===== config.mk =====
export PLATFORM = sky130hd
export DESIGN_NAME = writeback_ctrl
export DESIGN_NICKNAME = d
export VERILOG_FILES = /design/src/rtl/writeback_ctrl.sv
export SDC_FILE = /design/constraint.sdc
export NUM_CORES = 1
export LEC_CHECK = 0
export BUFFER_PORTS_ARGS = -buffer_cell sky130_fd_sc_hd__clkbuf_2
export CORE_MARGIN = 3
export CORE_UTILIZATION = 35
export CTS_CLUSTER_DIAMETER = 100
export DETAILED_ROUTE_END_ITERATION = 8
export PLACE_DENSITY = 0.55
export SETUP_SLACK_MARGIN = 0.1
export SYNTH_ARGS = -nofsm -noshare
export SYNTH_HDL_FRONTEND = slang
export SYNTH_SLANG_ARGS = --single-unit

===== constraint.sdc =====
create_clock -name clk -period 5 [get_ports clk]
set_input_delay 0.75 -clock clk [delete_from_list [all_inputs] [get_ports clk]]
set_output_delay 0.75 -clock clk [all_outputs]
set_load 0.05 [all_outputs]

===== src/rtl/writeback_ctrl.sv =====
`default_nettype none
// ============================================================================
// Module   : writeback_ctrl
// Brief    : Dual-lane result writeback buffer. A 4-entry FIFO of paired
//            lane results feeding two register-file write ports, with
//            zero-register filtering, same-register collision resolution,
//            flush, and a pending-write scoreboard mask.
// Revision : 1.0 - initial release
// ============================================================================
module writeback_ctrl (
  input  logic        clk,
  input  logic        rst_n,
  input  logic        flush,
  input  logic        res_valid_1,
  input  logic [4:0]  res_reg_1,
  input  logic [31:0] res_data_1,
  input  logic        res_valid_2,
  input  logic [4:0]  res_reg_2,
  input  logic [31:0] res_data_2,
  output logic        res_ready,
  output logic        write_reg_flag_1,
  output logic [4:0]  write_reg_1,
  output logic [31:0] write_data_1,
  output logic        write_reg_flag_2,
  output logic [4:0]  write_reg_2,
  output logic [31:0] write_data_2,
  output logic [31:0] pend_mask,
  output logic [2:0]  count
);

  localparam int         DEPTH      = 4;
  localparam logic [2:0] FULL_COUNT = 3'd4;

  // Entry storage, one slot per lane. Occupancy is tracked by the pointers
  // and count, so the storage itself needs no reset.
  logic        s1_vld_q  [DEPTH];
  logic [4:0]  s1_reg_q  [DEPTH];
  logic [31:0] s1_data_q [DEPTH];
  logic        s2_vld_q  [DEPTH];
  logic [4:0]  s2_reg_q  [DEPTH];
  logic [31:0] s2_data_q [DEPTH];

  logic [1:0]  wr_ptr_q, wr_ptr_d;
  logic [1:0]  rd_ptr_q, rd_ptr_d;
  logic [2:0]  count_q,  count_d;

  logic        wflag1_q, wflag1_d;
  logic [4:0]  wreg1_q,  wreg1_d;
  logic [31:0] wdata1_q, wdata1_d;
  logic        wflag2_q, wflag2_d;
  logic [4:0]  wreg2_q,  wreg2_d;
  logic [31:0] wdata2_q, wdata2_d;

  logic        lane1_ok;
  logic        lane2_ok;
  logic        enq;
  logic        deq;

  logic [DEPTH-1:0]      occupied;
  logic [DEPTH:0][31:0]  pend_chain;
  logic [31:0]           port_pend;

  // Slot admission: writes to register 0 are dropped, and when both lanes
  // target the same register only the younger lane (lane 2) is kept.
  always_comb begin
    lane2_ok = res_valid_2 && (res_reg_2 != 5'd0);
    lane1_ok = res_valid_1 && (res_reg_1 != 5'd0) &&
               !(lane2_ok && (res_reg_1 == res_reg_2));
  end

  // Ready is held low during reset so nothing is offered while the block is
  // being cleared; an entry is only allocated if at least one slot survives.
  assign res_ready = rst_n && (count_q < FULL_COUNT) && !flush;
  assign enq       = res_ready && (lane1_ok || lane2_ok);
  assign deq       = (count_q != 3'd0) && !flush;

  // Next-state: flush empties the FIFO, otherwise advance pointers/count and
  // load the head entry into the write ports on a dequeue.
  always_comb begin
    wr_ptr_d = wr_ptr_q;
    rd_ptr_d = rd_ptr_q;
    count_d  = count_q;
    wflag1_d = 1'b1;
    wreg1_d  = wreg1_q;
    wdata1_d = wdata1_q;
    wflag2_d = 1'b1;
    wreg2_d  = wreg2_q;
    wdata2_d = wdata2_q;
    if (flush) begin
      wr_ptr_d = 2'd0;
      rd_ptr_d = 2'd0;
      count_d  = 3'd0;
    end else begin
      if (enq) begin
        wr_ptr_d = wr_ptr_q + 2'd1;
      end
      if (deq) begin
        rd_ptr_d = rd_ptr_q + 2'd1;
        wflag1_d = ~s1_vld_q[rd_ptr_q];
        wreg1_d  = s1_reg_q[rd_ptr_q];
        wdata1_d = s1_data_q[rd_ptr_q];
        wflag2_d = ~s2_vld_q[rd_ptr_q];
        wreg2_d  = s2_reg_q[rd_ptr_q];
        wdata2_d = s2_data_q[rd_ptr_q];
      end
      case ({enq, deq})
        2'b10:   count_d = count_q + 3'd1;
        2'b01:   count_d = count_q - 3'd1;
        default: count_d = count_q;
      endcase
    end
  end

  // Control and write-port registers; reset clears everything and idles both
  // write enables so no buffered result is committed.
  always_ff @(posedge clk or negedge rst_n) begin
    if (!rst_n) begin
      wr_ptr_q <= 2'd0;
      rd_ptr_q <= 2'd0;
      count_q  <= 3'd0;
      wflag1_q <= 1'b1;
      wreg1_q  <= 5'd0;
      wdata1_q <= 32'd0;
      wflag2_q <= 1'b1;
      wreg2_q  <= 5'd0;
      wdata2_q <= 32'd0;
    end else begin
      wr_ptr_q <= wr_ptr_d;
      rd_ptr_q <= rd_ptr_d;
      count_q  <= count_d;
      wflag1_q <= wflag1_d;
      wreg1_q  <= wreg1_d;
      wdata1_q <= wdata1_d;
      wflag2_q <= wflag2_d;
      wreg2_q  <= wreg2_d;
      wdata2_q <= wdata2_d;
    end
  end

  // Entry write at the tail; a dropped slot is stored with its valid low.
  always_ff @(posedge clk) begin
    if (enq) begin
      s1_vld_q[wr_ptr_q]  <= lane1_ok;
      s1_reg_q[wr_ptr_q]  <= res_reg_1;
      s1_data_q[wr_ptr_q] <= res_data_1;
      s2_vld_q[wr_ptr_q]  <= lane2_ok;
      s2_reg_q[wr_ptr_q]  <= res_reg_2;
      s2_data_q[wr_ptr_q] <= res_data_2;
    end
  end

  // Per-entry pending contribution, OR-chained across the buffer. An entry
  // is live when its distance from the read pointer is below count.
  assign pend_chain[0] = '0;

  for (genvar gi = 0; gi < DEPTH; gi++) begin : g_entry
    logic [1:0]  slot_offset;
    logic [31:0] entry_pend;

    assign slot_offset  = 2'(gi) - rd_ptr_q;
    assign occupied[gi] = ({1'b0, slot_offset} < count_q);

    // Mark the destination registers of this entry's valid slots.
    always_comb begin
      entry_pend = '0;
      if (occupied[gi] && s1_vld_q[gi]) begin
        entry_pend[s1_reg_q[gi]] = 1'b1;
      end
      if (occupied[gi] && s2_vld_q[gi]) begin
        entry_pend[s2_reg_q[gi]] = 1'b1;
      end
    end

    assign pend_chain[gi+1] = pend_chain[gi] | entry_pend;
  end

  // Results sitting on an active write port are still pending until the
  // register file commits them.
  always_comb begin
    port_pend = '0;
    if (!wflag1_q) begin
      port_pend[wreg1_q] = 1'b1;
    end
    if (!wflag2_q) begin
      port_pend[wreg2_q] = 1'b1;
    end
  end

  assign pend_mask        = (pend_chain[DEPTH] | port_pend) & ~32'h1;
  assign count            = count_q;
  assign write_reg_flag_1 = wflag1_q;
  assign write_reg_1      = wreg1_q;
  assign write_data_1     = wdata1_q;
  assign write_reg_flag_2 = wflag2_q;
  assign write_reg_2      = wreg2_q;
  assign write_data_2     = wdata2_q;

endmodule
`default_nettype wire


==> results of run 1 <==
[synthesized netlist by cell type (all sizes together), types with 6 or more instances]
cell,count,area share [%]
nor3,91,2.6
a221oi,15,0.76
o221ai,6,0.30
nand3b,13,0.56
mux4,76,9.8
nand3,44,1.3
and2,9,0.32
and3b,13,0.65
inv,14,0.30
mux2,74,4.8
a2111oi,9,0.45
nand2b,16,0.58
buf,32,0.87
o211ai,12,0.63
nor2b,20,0.73
edfxtp,304,52
nor3b,18,0.83
o2111ai,6,0.30
or3b,6,0.30
o21ai,13,0.48
nor4,13,0.47
clkbuf,28,0.60
a22oi,32,1.4
ha,8,0.58
nor2,45,0.97
o22ai,21,0.76
or2,10,0.36
nand2,35,0.76
a21oi,15,0.43
dfrtp,81,12
[final cells by class]
| cell class | count | share of cell area, % |
|---|---|---|
| Clock buffer | 61 | 5.68 |
| Tap cell | 664 | 4.06 |
| Multi-Input combinational cell | 675 | 28.8 |
| Timing Repair Buffer | 213 | 5.76 |
| Sequential cell | 387 | 54.8 |
| Clock inverter | 13 | 0.618 |
| Antenna cell | 1 | 0.0122 |
| Inverter | 14 | 0.257 |
[layout by cell type, fill, tap and decap left out, drive strengths merged, types with 5 or more instances in the layout]
| cell | netlist | layout |
|---|---|---|
| edfxtp | 304 | 304 |
| clkbuf | 28 | 249 |
| nor3 | 91 | 91 |
| dfrtp | 81 | 81 |
| mux4 | 76 | 76 |
| mux2 | 74 | 74 |
| nor2 | 45 | 45 |
| nand3 | 44 | 44 |
| nand2 | 35 | 35 |
| a22oi | 32 | 32 |
| buf | 32 | 25 |
| o22ai | 21 | 21 |
| nor2b | 20 | 20 |
| nor3b | 18 | 18 |
| nand2b | 16 | 16 |
| a21oi | 15 | 15 |
| a221oi | 15 | 15 |
| inv | 14 | 14 |
| nand3b | 13 | 13 |
| and3b | 13 | 13 |
| nor4 | 13 | 13 |
| o21ai | 13 | 13 |
| o211ai | 12 | 12 |
| or2 | 10 | 10 |
| clkinv | 0 | 10 |
| a2111oi | 9 | 9 |
| and2 | 9 | 9 |
| ha | 8 | 8 |
| o2111ai | 6 | 6 |
| or3b | 6 | 6 |
| o221ai | 6 | 6 |
| o31ai | 5 | 5 |
| a211oi | 5 | 5 |
| xor2 | 5 | 5 |
[per-stage QoR]
step / hold WS [ns] / instance area, um2 / util, %
after detailed placement: 0.495 / 19200 / 39.1
after global placement: 0.491 / 19200 / 39.1
final: 0.353 / 20500 / 41.7
after global routing: 0.370 / 20500 / 41.7
after CTS: 0.371 / 20500 / 41.7
after floorplan: 0.454 / 17400 / -
[worst max path at each step]
| stage | depth (start not counted) | end | slack (ns) | from |
|---|---|---|---|---|
| 3_5_place_dp | 9 | pend_mask[16] | 1.28 | count[1] |
| 2_1_floorplan | 5 | s1_data_q[0][0] | 0.73 | flush |
| 4_1_cts | 9 | pend_mask[16] | 0.69 | count[1] |
| 6_report | 8 | pend_mask[11] | 0.66 | count[1] |
| 5_1_grt | 9 | pend_mask[16] | 0.50 | count[1] |
| 3_3_place_gp | 10 | pend_mask[1] | 1.28 | rd_ptr_q[0] |
[cell families (layout without fill, tap and decap cells)]
| family | after synthesis | after routing | share of synthesized area (%) |
|---|---|---|---|
| other | 1 | 2 | 0.0216 |
| buffers and inverters | 74 | 301 | 1.78 |
| AO/OA/AOI/OAI | 148 | 148 | 6.37 |
| adder cells (fa/ha/maj) | 9 | 9 | 0.691 |
| flip-flops | 387 | 387 | 64.4 |
| XOR/XNOR | 9 | 9 | 0.453 |
| AND/OR/NAND/NOR | 356 | 356 | 11.5 |
| multiplexers | 152 | 152 | 14.7 |
[flip-flops by register name (all words and copies together) (netlist names)]
register / cells
s1_reg_q: 20
s1_data_q: 128
write_data_2: 32
write_data_1: 32
s2_reg_q: 20
s2_data_q: 128
count: 3
rd_ptr_q: 2
s1_vld_q: 4
write_reg_flag_2: 1
write_reg_1: 5
wr_ptr_q: 2
write_reg_flag_1: 1
write_reg_2: 5
s2_vld_q: 4
[power by group through the flow]
stage | registers (mW) | logic [mW] | clock network [mW]
2_1_floorplan | 5.36 | 2.05 | 0
3_3_place_gp | 4.34 | 4.31 | 0
3_5_place_dp | 4.36 | 4.31 | 0
4_1_cts | 4.29 | 4.32 | 2.98
5_1_grt | 4.35 | 4.52 | 3.11
6_report | 4.30 | 4.27 | 2.89
[routing by layer]
layer | global-route usage (%) | vias to the layer above | routed length [um]
li1 | - | 4976 | -
met1 | 25.3 | 5797 | 21500
met2 | 32.8 | 435 | 25300
met3 | 3.99 | 96 | 3230
met4 | 8.37 | 0 | 2240
met5 | 0 | - | 0
==> impl_metrics.csv, run 1 <==
group,metric,value,unit
grt,grt_overflow_total,0,
sta,fin_crit_sh,86.8,%
floorplan,die_area,0.0524,mm2
detailed_routing,ant_nets,0,
worst_setup_path,crit_buf_inv,2,
clock_network,cts_tree,"yes",
worst_setup_path,r2r_setup_slack,2.10,ns
floorplan,num_rows,81,
sta,layout_setup_ws,0.660,ns
clock_network,clk_latency,0.53,ns
final_layout,multi_input_area,0.00589,mm2
place,port_buffers,189,
worst_setup_path,crit_required,4.25,ns
power_and_ir_drop,total_power,11.5,mW
final_layout,fillers,4569,
sta,fin_skew,0.0177,ns
clock_network,cts_sinks,387,
worst_setup_path,slowest_delay,0.75,ns
logic_synthesis,synth_ff_type,"edfxtp_1",
detailed_routing,wl,52300,um
power_and_ir_drop,p_sw_share,39.0,%
worst_setup_path,critPathTopFamily,"compound AO/OA/AOI/OAI gates",
sta,fmax,0.230,GHz
floorplan,chipWidth,229,um
place,post-place-ws,1.28,ns
logic_synthesis,synthesis.nets,1224,
sta,slew_viol_final,0,
run,drv_cap,0,
place,dp_hpwl,36900,um
final_layout,drive_gt1_share,33.5,%
grt,grt_start_max_net_pins,47,
worst_setup_path,path_class,"register to output port",
power_and_ir_drop,p_seq_share,37.5,%
sta,final-setup-viol-count,0,
final_layout,final_cells,2028,
detailed_routing,via_per_inst,5.57,
clock_network,cts_root_buf,"clkbuf_16",
sta,relSlewSlack,32.2,%
clock_network,cts_buffers,40,
sta,tightest_slew,1.01,ns
power_and_ir_drop,clkPwrFrac,25.2,%
logic_synthesis,yosys_warnings,0,
clock_network,hold_buffers,0,
grt,grt_usage,19.8,%
floorplan,io_pins,191,
worst_setup_path,cp_cell_sequence,"inv_1 -> ha_1 -> a211o_1 -> nand3b_1 -> nor3_1 -> a2111oi_0 -> nand3_1 -> clkbuf_2",
logic_synthesis,seq_area_frac_synth,64.4,%
worst_setup_path,worst_r2r_endpoint,"s2_data_q[1][23]",
clock_network,htreeDepth,2,
grt,antenna_found_initial,1,
logic_synthesis,syn_area,0.0174,mm2
place,place.gp.congestion,1.01,
place,dp_cells,1953,
worst_setup_path,startpoint_type,"register",
floorplan,start_util,35.5,%
logic_synthesis,yosysUniqueCellTypes,62,
power_and_ir_drop,switchingPower,4.47,mW
sta,rsz0062_at_grt,"no",
sta,fin_setup_tns,0,ns
worst_setup_path,r2r_start,"count[2]",
logic_synthesis,synth-seq-cells,387,
floorplan,die_h,229,um
run_status,status,"finished clean",
worst_setup_path,path_max_fanout,9,
detailed_routing,dr.pass1.iters,5,
final_layout,areaGrowthSynthToFinish,17.6,%
worst_setup_path,reg2reg_depth,4,
grt,grt_pass1_wl,77800,um
detailed_routing,avgRoutedWirePerCell,25.8,um
floorplan,coreArea,0.0491,mm2
power_and_ir_drop,vdd_drop_max,0.386,mV
min_path,hold_path.class,"input pin to asynchronous set/reset pin",
final_layout,ff_latch_area,0.0112,mm2
power_and_ir_drop,comb_power_share,37.3,%
clock_network,clockBufferDepth,3,
sta,hold_violations,0,
clock_network,ctsResizeCount,0,
power_and_ir_drop,intPower,6.98,mW
clock_network,post-cts-setup-buffer-count,0,
worst_setup_path,critPathCaptureType,"output port",
final_layout,layout.nets,1419,
power_and_ir_drop,power.density,560,mW/mm2
worst_setup_path,crit_path_top_delay_cell,"a2111oi_0",
sta,min_period,4.34,ns
logic_synthesis,async_flop_share,21.4,%
grt,grt_pass1_vias,11675,
logic_synthesis,synth_edf_count,304,
detailed_routing,drc,0,
detailed_routing,vias,11304,
power_and_ir_drop,leakagePower,6.99,nW
logic_synthesis,synthCells,1136,
worst_setup_path,cp.arrival,3.59,ns
detailed_routing,first_iter_violations,977,
logic_synthesis,postSynthAreaPerCell,15.3,um2
clock_network,clkTransAtPathRegs,0.06,ns
(Power assumes the default switching activity.)
==> run 2: changes to the inputs <==
CORE_ASPECT_RATIO = 1.1   (was unset)
CORE_MARGIN = unset   (was 3)
CTS_CLUSTER_SIZE = 25   (was unset)
==> run 2 against run 1 <==
Critical path depth rose by 1. Via count fell by 1.0%. Register-to-register slack got worse by 0.07 ns. Wire length rose by 1.3%. Worst hold slack improved by 0.032 ns. Non-clock buffer count rose by 1. Count of clock-buffer cells in the layout fell by 29. Critical path type unchanged.
==> impl_metrics.csv, run 2 (synthesis gave the netlist of run 1 again) <==
group,metric,value,unit
detailed_routing,via_per_inst,5.66,
sta,rsz0062_at_grt,"no",
sta,whs,0.384,ns
worst_setup_path,path_max_fanout,12,
power_and_ir_drop,vdd_drop_max,0.306,mV
worst_setup_path,path_class,"register to output port",
sta,fin_crit_sh,92.9,%
place,place.gp.congestion,1.03,
worst_setup_path,worst_r2r_endpoint,"write_data_2[19]",
floorplan,io_pins,191,
run_status,status,"finished clean",
detailed_routing,first_iter_violations,945,
floorplan,die_h,236,um
sta,slew_viol_final,0,
detailed_routing,ant_nets,0,
clock_network,cts_root_buf,"clkbuf_16",
clock_network,cts_tree,"yes",
floorplan,num_rows,85,
clock_network,post-cts-setup-buffer-count,0,
place,placed_area,0.0191,mm2
floorplan,chipWidth,215,um
final_layout,design_area,0.0197,mm2
clock_network,clk_latency,0.52,ns
worst_setup_path,crit_path_top_delay_cell,"a2111oi_0",
power_and_ir_drop,total_power,10.2,mW
sta,tightest_slew,1.11,ns
final_layout,fin_util,40.2,%
grt,antenna_found_initial,1,
sta,hold_violations,0,
floorplan,die_area,0.0506,mm2
final_layout,areaGrowthSynthToFinish,13.2,%
final_layout,reg.largest.list,"s1_data_q x128, s2_data_q x128",
worst_setup_path,crit_required,4.25,ns
worst_setup_path,r2r_start,"rd_ptr_q[0]",
clock_network,hold_buffers,0,
detailed_routing,dr.pass1.iters,8,
sta,fmax,0.215,GHz
floorplan,coreArea,0.0490,mm2
grt,grt_start_max_net_pins,47,
sta,relSlewSlack,26.1,%
final_layout,final_cell_mix,"edfxtp_1 (304), clkbuf_2 (188), nor3_1 (91)",
detailed_routing,wl,53000,um
worst_setup_path,critPathLaunch,"count[1]",
power_and_ir_drop,leakagePower,6.62,nW
clock_network,clockBufferDepth,3,
sta,min_period,4.65,ns
grt,grt_usage,20.7,%
sta,fin_skew,0.0243,ns
detailed_routing,drc,0,
worst_setup_path,critPathCaptureType,"output port",
place,dp_hpwl,38300,um
sta,fin_setup_tns,0,ns
power_and_ir_drop,power.density,519,mW/mm2
grt,grt_pass1_vias,11331,
worst_setup_path,reg2reg_depth,4,
clock_network,htreeDepth,1,
worst_setup_path,startpoint_type,"register",
detailed_routing,avgRoutedWirePerCell,26.8,um
final_layout,layout.nets,1399,
run,drv_cap,0,
clock_network,ctsResizeCount,0,
worst_setup_path,slowest_delay,0.76,ns
worst_setup_path,crit_end,"pend_mask[16]",
final_layout,drive_gt1_share,31.8,%
worst_setup_path,cp.arrival,3.90,ns
floorplan,start_util,35.5,%
worst_setup_path,cp_cell_sequence,"inv_1 -> ha_1 -> a211o_1 -> nand3b_1 -> o22ai_1 -> a2111oi_0 -> buf_4 -> nand3_1 -> clkbuf_2",
min_path,hold_path.class,"input pin to asynchronous set/reset pin",
clock_network,cts_buffers,19,
final_layout,final_common_cell,"edfxtp_1",
detailed_routing,vias,11188,
sta,final-setup-viol-count,0,
place,port_buffers,189,
grt,grt_overflow_total,0,
worst_setup_path,r2r_setup_slack,2.03,ns
clock_network,cts_sinks,387,
clock_network,clkTransAtPathRegs,0.10,ns
grt,grt_pass1_wl,77300,um
run 2: changes by cell type in the layout (fill, tap and decap cells not counted), sizes merged:
cell	change
bufinv	-2
clkbuf	-29
clkinvlp	-1
buf	+1
clkinv	-9
run 2: where the power goes:
part	leakage (nW)	switching (mW)	internal, mW	total (mW)
Clock	0.256	0.958	0.731	1.69
Sequential	3.73	0.357	3.92	4.28
Combinational	2.63	2.93	1.34	4.26
run 2: how the worst min path moves through the flow:
stage | start | end | slack, ns
final | rst_n | wr_ptr_q[0] | 0.38
after global routing | rst_n | write_data_1[10] | 0.42
after CTS | res_data_1[23] | s1_data_q[0][23] | 0.40
after detailed placement | write_data_2[22] | write_data_2[22] | 0.50
after global placement | write_data_1[12] | write_data_1[12] | 0.49
after floorplan | rst_n | count[0] | 0.45
run 2: metal layers:
metal,GRT usage (%),part of all wire (%),wire length [um]
met5,0,0.025,13
met4,9.48,4.8,2550
met1,25.6,40,21000
met2,36.0,50,26600
met3,2.82,5.4,2850
run 2: metrics by stage:
| stage | instances | worst slack (ns) |
|---|---|---|
| after global placement | 1942 | 0.956 |
| after floorplan | 1136 | 0.735 |
| after detailed placement | 1942 | 0.905 |
| final | 1976 | 0.355 |
| after CTS | 1975 | 0.294 |
| after global routing | 1975 | 0.177 |
run 2: layout make-up:
cell class / instances / area (um2)
Fill cell: 4577 / 29300
Timing Repair Buffer: 214 / 1170
Clock inverter: 1 / 16.3
Multi-Input combinational cell: 675 / 5890
Tap cell: 652 / 816
Inverter: 14 / 52.6
Antenna cell: 1 / 2.50
Clock buffer: 32 / 524
Sequential cell: 387 / 11200
run 2: critical path, delay by kind of cell (launching register included):
family / cells / cell delay, ns
simple gates: 2 / 0.61
fa+ha+maj: 1 / 0.34
flops: 1 / 0.47
buf+inv: 3 / 0.62
compound gates: 3 / 1.33
==> run 3: changes to the inputs <==
CORE_UTILIZATION = 45   (was 35)
PLACE_DENSITY = 0.67   (was 0.55)
==> run 3 against run 2 <==
First-iteration DRC count is 29% higher. Critical path depth stayed put. Via count is 1.5% higher. Worst setup slack better by 0.33 ns. Sequential power hardly changed. Global-route usage is 4.6 points higher. Core utilization is 11 points higher. Flip-flop and latch count stayed put. Power is 0.35% lower. Non-clock buffer count is 9 lower.
==> impl_metrics.csv, run 3 (synthesis gave the netlist of run 1 again) <==
group,metric,value,unit
clock_network,clk_latency,0.53,ns
power_and_ir_drop,power.density,524,mW/mm2
worst_setup_path,critPathLaunch,"rd_ptr_q[1]",
clock_network,post-cts-setup-buffer-count,0,
detailed_routing,ant_nets,0,
sta,min_period,4.32,ns
grt,grt_overflow_total,0,
floorplan,io_pins,191,
sta,rsz0062_at_grt,"no",
sta,whs,0.143,ns
power_and_ir_drop,clkPwrFrac,16.5,%
detailed_routing,drc,0,
floorplan,chipWidth,189,um
floorplan,start_util,45.6,%
worst_setup_path,r2r_start,"count[2]",
detailed_routing,dr.pass1.iters,6,
place,dp_hpwl,35200,um
clock_network,hold_buffers,0,
grt,grt_usage,25.4,%
worst_setup_path,path_max_fanout,7,
worst_setup_path,cp.arrival,3.57,ns
clock_network,clockBufferDepth,3,
clock_network,ctsResizeCount,0,
power_and_ir_drop,total_power,10.2,mW
sta,hold_violations,0,
floorplan,coreArea,0.0381,mm2
grt,grt_pass1_wl,74100,um
final_layout,final_common_cell,"edfxtp_1",
sta,relSlewSlack,23.7,%
final_layout,diodes,0,
final_layout,drive_gt1_share,31.4,%
worst_setup_path,cp_cell_sequence,"xnor2_1 -> inv_1 -> ha_1 -> nand2b_1 -> o211ai_1 -> nor3_1 -> a21oi_1 -> nand3_1 -> clkbuf_2",
grt,grt_pass1_vias,11248,
detailed_routing,vias,11352,
power_and_ir_drop,vdd_drop_max,0.496,mV
floorplan,num_rows,75,
clock_network,cts_buffers,19,
detailed_routing,avgRoutedWirePerCell,27.3,um
sta,tightest_slew,1.14,ns
grt,grt_start_max_net_pins,74,
detailed_routing,first_iter_violations,1223,
final_layout,layout.nets,1390,
sta,fin_skew,0.0197,ns
worst_setup_path,startpoint_type,"register",
sta,final-setup-viol-count,0,
place,place.gp.congestion,1.01,
worst_setup_path,path_class,"register to output port",
power_and_ir_drop,p_seq_share,42.0,%
clock_network,cts_root_buf,"clkbuf_16",
sta,fin_crit_sh,86.4,%
floorplan,die_h,208,um
worst_setup_path,crit_buf_inv,2,
power_and_ir_drop,switchingPower,4.20,mW
clock_network,clkTransAtPathRegs,0.10,ns
sta,slew_viol_final,0,
detailed_routing,wl,49500,um
final_layout,final_cell_mix,"edfxtp_1 (304), clkbuf_2 (188), nor3_1 (91)",
power_and_ir_drop,p_sw_share,41.2,%
sta,fin_setup_tns,0,ns
worst_setup_path,critPathTopFamily,"simple AND/OR/NAND/NOR gates",
detailed_routing,via_per_inst,6.26,
clock_network,cts_sinks,387,
run,drv_cap,0,
place,port_buffers,189,
clock_network,htreeDepth,1,
final_layout,areaGrowthSynthToFinish,11.9,%
min_path,hold_path.class,"input pin to asynchronous set/reset pin",
sta,fmax,0.232,GHz
worst_setup_path,crit_path_top_delay_cell,"nor3_1",
final_layout,reg.largest.list,"s1_data_q x128, s2_data_q x128",
worst_setup_path,critPathCaptureType,"output port",
worst_setup_path,slowest_delay,0.82,ns
power_and_ir_drop,leakagePower,6.58,nW
power_and_ir_drop,comb_power_share,41.5,%
power_and_ir_drop,intPower,5.99,mW
clock_network,cts_tree,"yes",
worst_setup_path,crit_required,4.25,ns
grt,antenna_found_initial,0,
run_status,status,"finished clean",
floorplan,die_area,0.0394,mm2
==> run 3: changes by cell type in the layout (fill, tap and decap cells not counted) <==
cell and change:
buf_12 +2, buf_4 -11, clkbuf_1 -1, diode_2 -1, inv_6 +1
==> run 3: layout make-up <==
type / instances / area [um2]
timing repair buffer: 205 / 1130
clock inverter: 2 / 25.0
tap: 500 / 626
fill: 3294 / 18600
inverter: 14 / 52.6
clock buffer: 31 / 520
multi-input combinational: 675 / 5890
sequential: 387 / 11200
==> run 3: worst paths after layout <==
check / cells past startpoint / to / slack (ns)
worst max-delay path: 9 / pend_mask[3] / 0.68
worst min-delay path: 1 / write_data_1[16] / 0.14
worst max register to register: 4 / s1_data_q[1][24] / 2.13
worst min register to register: 1 / write_data_1[24] / 0.51
max in group asynchronous: 2 / write_data_1[5] / 3.68
min in group clk: 1 / s2_data_q[2][2] / 0.43
==> run 3: routing by layer <==
metal  GRT usage, %  vias up  part of all wire (%)
met2           41.2      557                    48
met4           12.5        0                   5.7
met3           3.59      132                   6.6
met1           33.5     5759                    40
li1               -     4904                     -
met5              0        -                     0
==> run 3: power groups by stage <==
stage | clock network [mW] | logic, mW | registers [mW]
after global placement | 0 | 4.24 | 4.34
after detailed placement | 0 | 4.24 | 4.36
final | 1.68 | 4.23 | 4.28
after floorplan | 0 | 2.05 | 5.36
after global routing | 1.84 | 4.45 | 4.34
after CTS | 1.73 | 4.25 | 4.28
==> run 3: metrics by stage <==
stage | worst slack, ns | util (%) | std cells | area (um2)
finish | 0.682 | 51.1 | 1814 | 19500
detailed placement | 1.29 | 49.7 | 1781 | 18900
global route | 0.432 | 51.1 | 1814 | 19500
floorplan | 0.735 | - | 1136 | 17400
global placement | 1.18 | 49.7 | 1781 | 18900
CTS | 0.724 | 51.1 | 1814 | 19500
